`src/rtl/skullfet_cell_exerciser.sv`:
```
// On-chip stimulus/checker for the SkullFET inverter and NAND cells.
// Optional SKULLFET_LFSR_EN selects LFSR stimulus; default build is exhaustive (v[2:0]).
module skullfet_cell_exerciser #(
    parameter int unsigned SETTLE_W = 8,
    parameter int unsigned ERR_W    = 16
) (
    input  logic                wb_clk_i,
    input  logic                wb_rst_i,
    input  logic                start,
    input  logic                abort,
    input  logic [15:0]         num_vectors,
    input  logic [SETTLE_W-1:0] settle_cycles,
    output logic                inv_a,
    output logic                nand_a,
    output logic                nand_b,
    input  logic                inv_y,
    input  logic                nand_y,
    output logic                busy,
    output logic                done,
    output logic                pass,
    output logic [ERR_W-1:0]    err_count,
    output logic [15:0]         vec_count,
    output logic [15:0]         first_fail_vec
);

    localparam int unsigned VEC_W = 16;
    localparam int unsigned CNT_W = SETTLE_W + 1;
    localparam logic [VEC_W-1:0] NO_FAIL = 16'hFFFF;

    typedef enum logic [2:0] {
        ST_IDLE,
        ST_DRIVE,
        ST_SETTLE,
        ST_CHECK,
        ST_DONE
    } state_t;

    state_t              state_q, state_d;
    logic [VEC_W-1:0]    n_q, n_d;
    logic [SETTLE_W-1:0] s_q, s_d;
    logic [VEC_W-1:0]    v_q, v_d;
    logic [CNT_W-1:0]    cnt_q, cnt_d;
    logic [2:0]          stim_q, stim_d;
    logic                busy_q, busy_d;
    logic                done_q, done_d;
    logic                pass_q, pass_d;
    logic [ERR_W-1:0]    err_q, err_d;
    logic [VEC_W-1:0]    vec_q, vec_d;
    logic [VEC_W-1:0]    ffv_q, ffv_d;
    logic [1:0]          sync1_q, sync2_q;
    logic                mismatch_c;

`ifdef SKULLFET_LFSR_EN
    localparam logic [15:0] LFSR_SEED = 16'hACE1;
    logic [15:0] lfsr_q, lfsr_d;
`endif

    // Cell outputs are asynchronous to wb_clk_i: bit 0 = inverter, bit 1 = NAND.
    always_ff @(posedge wb_clk_i) begin
        if (wb_rst_i) begin
            sync1_q <= 2'b00;
            sync2_q <= 2'b00;
        end else begin
            sync1_q <= {nand_y, inv_y};
            sync2_q <= sync1_q;
        end
    end

    assign mismatch_c = (sync2_q[0] != ~stim_q[0]) ||
                        (sync2_q[1] != ~(stim_q[1] & stim_q[2]));

    // Next-state and datapath.
    always_comb begin
        state_d = state_q;
        n_d     = n_q;
        s_d     = s_q;
        v_d     = v_q;
        cnt_d   = cnt_q;
        stim_d  = stim_q;
        done_d  = 1'b0;
        pass_d  = pass_q;
        err_d   = err_q;
        vec_d   = vec_q;
        ffv_d   = ffv_q;
`ifdef SKULLFET_LFSR_EN
        lfsr_d  = lfsr_q;
`endif

        case (state_q)
            ST_IDLE: begin
                if (start) begin
                    n_d   = num_vectors;
                    s_d   = settle_cycles;
                    err_d = '0;
                    vec_d = '0;
                    ffv_d = NO_FAIL;
                    v_d   = '0;
`ifdef SKULLFET_LFSR_EN
                    lfsr_d = LFSR_SEED;
`endif
                    state_d = (num_vectors == '0) ? ST_DONE : ST_DRIVE;
                end
            end
            ST_DRIVE: begin
`ifdef SKULLFET_LFSR_EN
                stim_d = lfsr_q[2:0];
                lfsr_d = {lfsr_q[14:0], lfsr_q[15] ^ lfsr_q[13] ^ lfsr_q[12] ^ lfsr_q[10]};
`else
                stim_d = v_q[2:0];
`endif
                // S+2 cycles in SETTLE: count S+1 down to 0.
                cnt_d   = CNT_W'(s_q) + CNT_W'(1);
                state_d = ST_SETTLE;
            end
            ST_SETTLE: begin
                if (cnt_q == '0) begin
                    state_d = ST_CHECK;
                end else begin
                    cnt_d = cnt_q - CNT_W'(1);
                end
            end
            ST_CHECK: begin
                if (mismatch_c) begin
                    if (err_q != '1) begin
                        err_d = err_q + ERR_W'(1);
                    end
                    if (ffv_q == NO_FAIL) begin
                        ffv_d = v_q;
                    end
                end
                vec_d   = v_q + VEC_W'(1);
                v_d     = v_q + VEC_W'(1);
                state_d = ((v_q + VEC_W'(1)) == n_q) ? ST_DONE : ST_DRIVE;
            end
            ST_DONE: begin
                done_d  = 1'b1;
                pass_d  = (err_q == '0);
                state_d = ST_IDLE;
            end
            default: begin
                state_d = ST_IDLE;
            end
        endcase

        // Abort cancels without a done pulse; partial counters are kept.
        if (abort && (state_q != ST_IDLE)) begin
            state_d = ST_IDLE;
            done_d  = 1'b0;
            pass_d  = pass_q;
        end

        if (state_d == ST_IDLE) begin
            stim_d = 3'b000;
        end

        busy_d = (state_d != ST_IDLE);
    end

    // State and output registers.
    always_ff @(posedge wb_clk_i) begin
        if (wb_rst_i) begin
            state_q <= ST_IDLE;
            n_q     <= '0;
            s_q     <= '0;
            v_q     <= '0;
            cnt_q   <= '0;
            stim_q  <= 3'b000;
            busy_q  <= 1'b0;
            done_q  <= 1'b0;
            pass_q  <= 1'b0;
            err_q   <= '0;
            vec_q   <= '0;
            ffv_q   <= NO_FAIL;
`ifdef SKULLFET_LFSR_EN
            lfsr_q  <= LFSR_SEED;
`endif
        end else begin
            state_q <= state_d;
            n_q     <= n_d;
            s_q     <= s_d;
            v_q     <= v_d;
            cnt_q   <= cnt_d;
            stim_q  <= stim_d;
            busy_q  <= busy_d;
            done_q  <= done_d;
            pass_q  <= pass_d;
            err_q   <= err_d;
            vec_q   <= vec_d;
            ffv_q   <= ffv_d;
`ifdef SKULLFET_LFSR_EN
            lfsr_q  <= lfsr_d;
`endif
        end
    end

    assign inv_a          = stim_q[0];
    assign nand_a         = stim_q[1];
    assign nand_b         = stim_q[2];
    assign busy           = busy_q;
    assign done           = done_q;
    assign pass           = pass_q;
    assign err_count      = err_q;
    assign vec_count      = vec_q;
    assign first_fail_vec = ffv_q;

endmodule

```
`config.mk`:
```
export PLATFORM = sky130hd
export DESIGN_NAME = skullfet_cell_exerciser
export DESIGN_NICKNAME = d
export VERILOG_FILES = /design/src/rtl/skullfet_cell_exerciser.sv
export SDC_FILE = /design/constraint.sdc
export NUM_CORES = 1
export LEC_CHECK = 0
export ABC_AREA = 0
export BUFFER_PORTS_ARGS = -buffer_cell sky130_fd_sc_hd__buf_4
export CAP_MARGIN = 10
export CORE_MARGIN = 2
export CORE_UTILIZATION = 47
export CTS_CLUSTER_SIZE = 20
export DETAILED_ROUTE_END_ITERATION = 6
export GPL_ROUTABILITY_DRIVEN = 0
export PLACE_DENSITY = 0.77
export SLEW_MARGIN = 20
export SYNTH_ARGS = -nofsm -noshare
export SYNTH_HDL_FRONTEND = slang
export SYNTH_SLANG_ARGS = --single-unit
```
`constraint.sdc`:
```
create_clock -name wb_clk_i -period 5.2 [get_ports wb_clk_i]
set_input_delay 0 -clock wb_clk_i [delete_from_list [all_inputs] [get_ports wb_clk_i]]
set_output_delay 0 -clock wb_clk_i [all_outputs]
set_load 0.01 [all_outputs]
```
==> results by group <==
STA
  – Period Utilization, post-route: 56.1%
  – Setup Skew: 10.1 ps
  – Worst setup margin: 2280 ps
  – Final setup fails: 0
  – Setup TNS: 0 ps
  – Max Clk Rate: 343 MHz
  – RSZ-0062 raised after global routing: no
  – Final Hold Viols: 0
  – Period minus WS final: 2920 ps
  – Fin. max-slew vios: 0
  – Rel. slew slack: 36.3%
  – Worst-Margin Slew: 954 ps

Clock network
  – CTS Root Cell: clkbuf_8
  – Clock Sinks: 94
  – Clock Tree Buf Depth: 2
  – H-tree Lvls: 3
  – Post-CTS Setup Inserts: 0
  – CTS clk-pin slew, worst paths: 100 ps
  – Post-CTS Resized: 0
  – CTS buffer count: 9
  – Worst skew pair latency: 360 ps
  – CTS tree: done
  – Post-CTS Hold Fix Bufs: 27

Layout
  – Area added between synthesis and finish: 23.8%
  – NumNets Final: 711
  – Fillers: 874
  – Antenna cells: 0
  – Layout cells sized above 1: 16.6%

Pwr
  – NetSw: 0.490 mW
  – Sequential power share: 51.2%
  – Clock power frac: 29.8%
  – Combinational share of power: 19.0%
  – Peak VDD IR: 0.177 mV
  – Cell Pwr Density: 271 mW/mm2
  – Static leakage: 2.26 nW
  – Final Total Pwr: 1.56 mW
  – Internal Power: 1.07 mW
  – Sw Share: 31.4%

Die
  – Cell Rows: 36
  – Effective utilization at floorplan: 48.0%
  – Die X: 103 um
  – Die Y-Extent: 103 um
  – Die ar.: 0.0107 mm2
  – IO Count: 84
  – CORE AREA: 0.00968 mm2

Critical path
  – Startpoint Class: flip-flop
  – Setup CP Type: flip-flop to flip-flop
  – Critical-path maximum fanout: 11
  – Slowest CP cell: dfxtp_1
  – CP arrival: 3220 ps
  – CP cell instances: ha_1 -> nand3_1 -> or2_2 -> or4_1 -> a211oi_1 -> o2111ai_1 -> o22a_1 -> nor2_1
  – Biggest cell delay along the critical path: 560 ps
  – Required time at the worst-slack endpoint: 5500 ps
  – Worst setup EP type: flip-flop

Global route
  – Gr ovfl total: 0
  – Vias in the first global route: 4174
  – Largest net degree at the start of global routing: 76
  – First-pass GRT wire length: 19200 um
  – GRT Total Usage: 22.4%
  – Initial antenna violation count: 0

Synthesis
  – Synthesized flop and latch total: 94
  – Synth top area share: 40.5%
  – Syn avg cell area: 7.84 um2
  – Post-synth EDFFs: 0
  – Library cells used by synthesis: 53
  – Syn_nets: 628
  – Cell count after synthesis: 593
  – Dominant cells by area after synthesis: dfxtp_1 40%, nor2_1 6.7%, nand2_1 6.5%
  – Most used DFF post-synth: dfxtp_1
  – Synth area leader: dfxtp_1
  – Most common cell in the netlist: dfxtp_1
  – Yosys warns: 0
  – Sequential fraction of the synthesis area: 40.5%
  – Post-synth ARST share: 0%
  – Most frequent cells after synthesis: 94 x dfxtp_1, 83 x nor2_1, 80 x nand2_1
  – Synthesized area: 0.00465 mm2

Routing
  – Number of vias per cell: 5.42
  – DRT Wirelength: 11400 um
  – Routed Antenna Nets: 0
  – Wire per inst: 14.1 um
  – Initial DRT Pass Iterations: 5
  – DR vias: 4412
  – DRC: 0
  – Initial detailed-routing violation count: 281

Min path
  – Hold WC Path Type: input port to flip-flop

Placement
  – Pre-CTS setup slack: 2340 ps
  – Dpl hpwl: 8190 um
  – IO buf count: 83

Run
  – Maximum Capacitance Violations: 0

Outcome
  – Status: completed
-- power groups by stage --
stage	registers [mW]	clock network (mW)	logic, mW
3_5_place_dp	0.813	0	0.280
3_3_place_gp	0.810	0	0.274
4_1_cts	0.797	0.473	0.297
5_1_grt	0.804	0.505	0.334
2_1_floorplan	0.804	0	0.207
6_report	0.797	0.464	0.297
-- state kept, by name, summed over array words and instances, names as in the netlist, 2 cells and up --
| name | count |
|---|---|
| state_q | 3 |
| stim_q | 3 |
| first_fail_vec | 16 |
| s_q | 8 |
| n_q | 16 |
| sync1_q | 2 |
| err_count | 16 |
| sync2_q | 2 |
| cnt_q | 9 |
| vec_count | 16 |
-- placed cells by master (no fill, tap or decap), types with 5 or more instances in the layout --
cell type,Yosys,layout
dfxtp_1,94,94
buf_4,0,86
nor2_1,83,83
nand2_1,80,80
a21oi_1,49,49
xnor2_1,28,28
dlygate4sd3_1,0,27
nor3_1,24,24
nand3_1,19,19
o21ai_0,17,17
nand4_1,16,16
xor2_1,16,16
o21bai_1,15,15
nor4_1,13,13
inv_1,10,10
clkbuf_8,0,9
a22oi_1,7,7
and3_1,6,6
nor2b_1,6,6
or4_1,5,5
a211oi_1,5,5
ha_1,5,5
-- final cells by class --
cell class	instances	area, um2	share of cell area [%]
multi-input combinational	448	2570	44.6
tap	133	166	2.89
clock buffer	9	124	2.15
sequential	94	1880	32.7
clock inverter	7	63.8	1.11
inverter	10	37.5	0.652
timing repair buffer	113	916	15.9
-- metrics by stage --
stage          instances  cell area [um2]  utilization [%]  hold WS (ps)
2_1_floorplan        593             4650                -           128
6_report             814             5760             59.4           158
5_1_grt              814             5760             59.4           195
3_3_place_gp         771             5300             54.7           236
3_5_place_dp         771             5300             54.7           222
4_1_cts              814             5760             59.4           161
-- per-layer routing --
layer	vias to the layer above	wire length, um	GRT usage (%)
met5	-	0	0
met4	0	193	7.69
met3	17	703	3.36
met2	144	5310	37.2
met1	2022	5240	29.7
li1	2229	-	-
-- final timing paths --
check                    start    endpoint  slack, ps  depth (start not counted)
hold reg to reg     sync1_q[1]  sync2_q[1]        450                          1
setup reg to reg  vec_count[0]  state_q[2]       2280                          8
hold / removal        wb_rst_i        done        160                          2
setup / recovery  vec_count[0]  state_q[2]       2280                          8
-- critical path, delay by kind of cell (launching register included) --
family	cells	cell delay [ps]
simple gates	4	1320
compound gates	3	620
flops	1	560
fa+ha+maj	1	350
-- logic make-up (layout without fill, tap and decap cells) --
kind of cell	count (synthesis)	after routing	share of synthesized area (%)
AOI/OAI and AO/OA	119	119	16.3
xor gates and xnor gates	44	44	8.29
adders and majority gates	5	5	1.35
buffers and inverters	51	139	4.31
DFF	94	94	40.5
muxes	4	4	0.888
and+or+nand+nor	276	276	28.4
No activity file was read; power rests on OpenSTA's default activity.
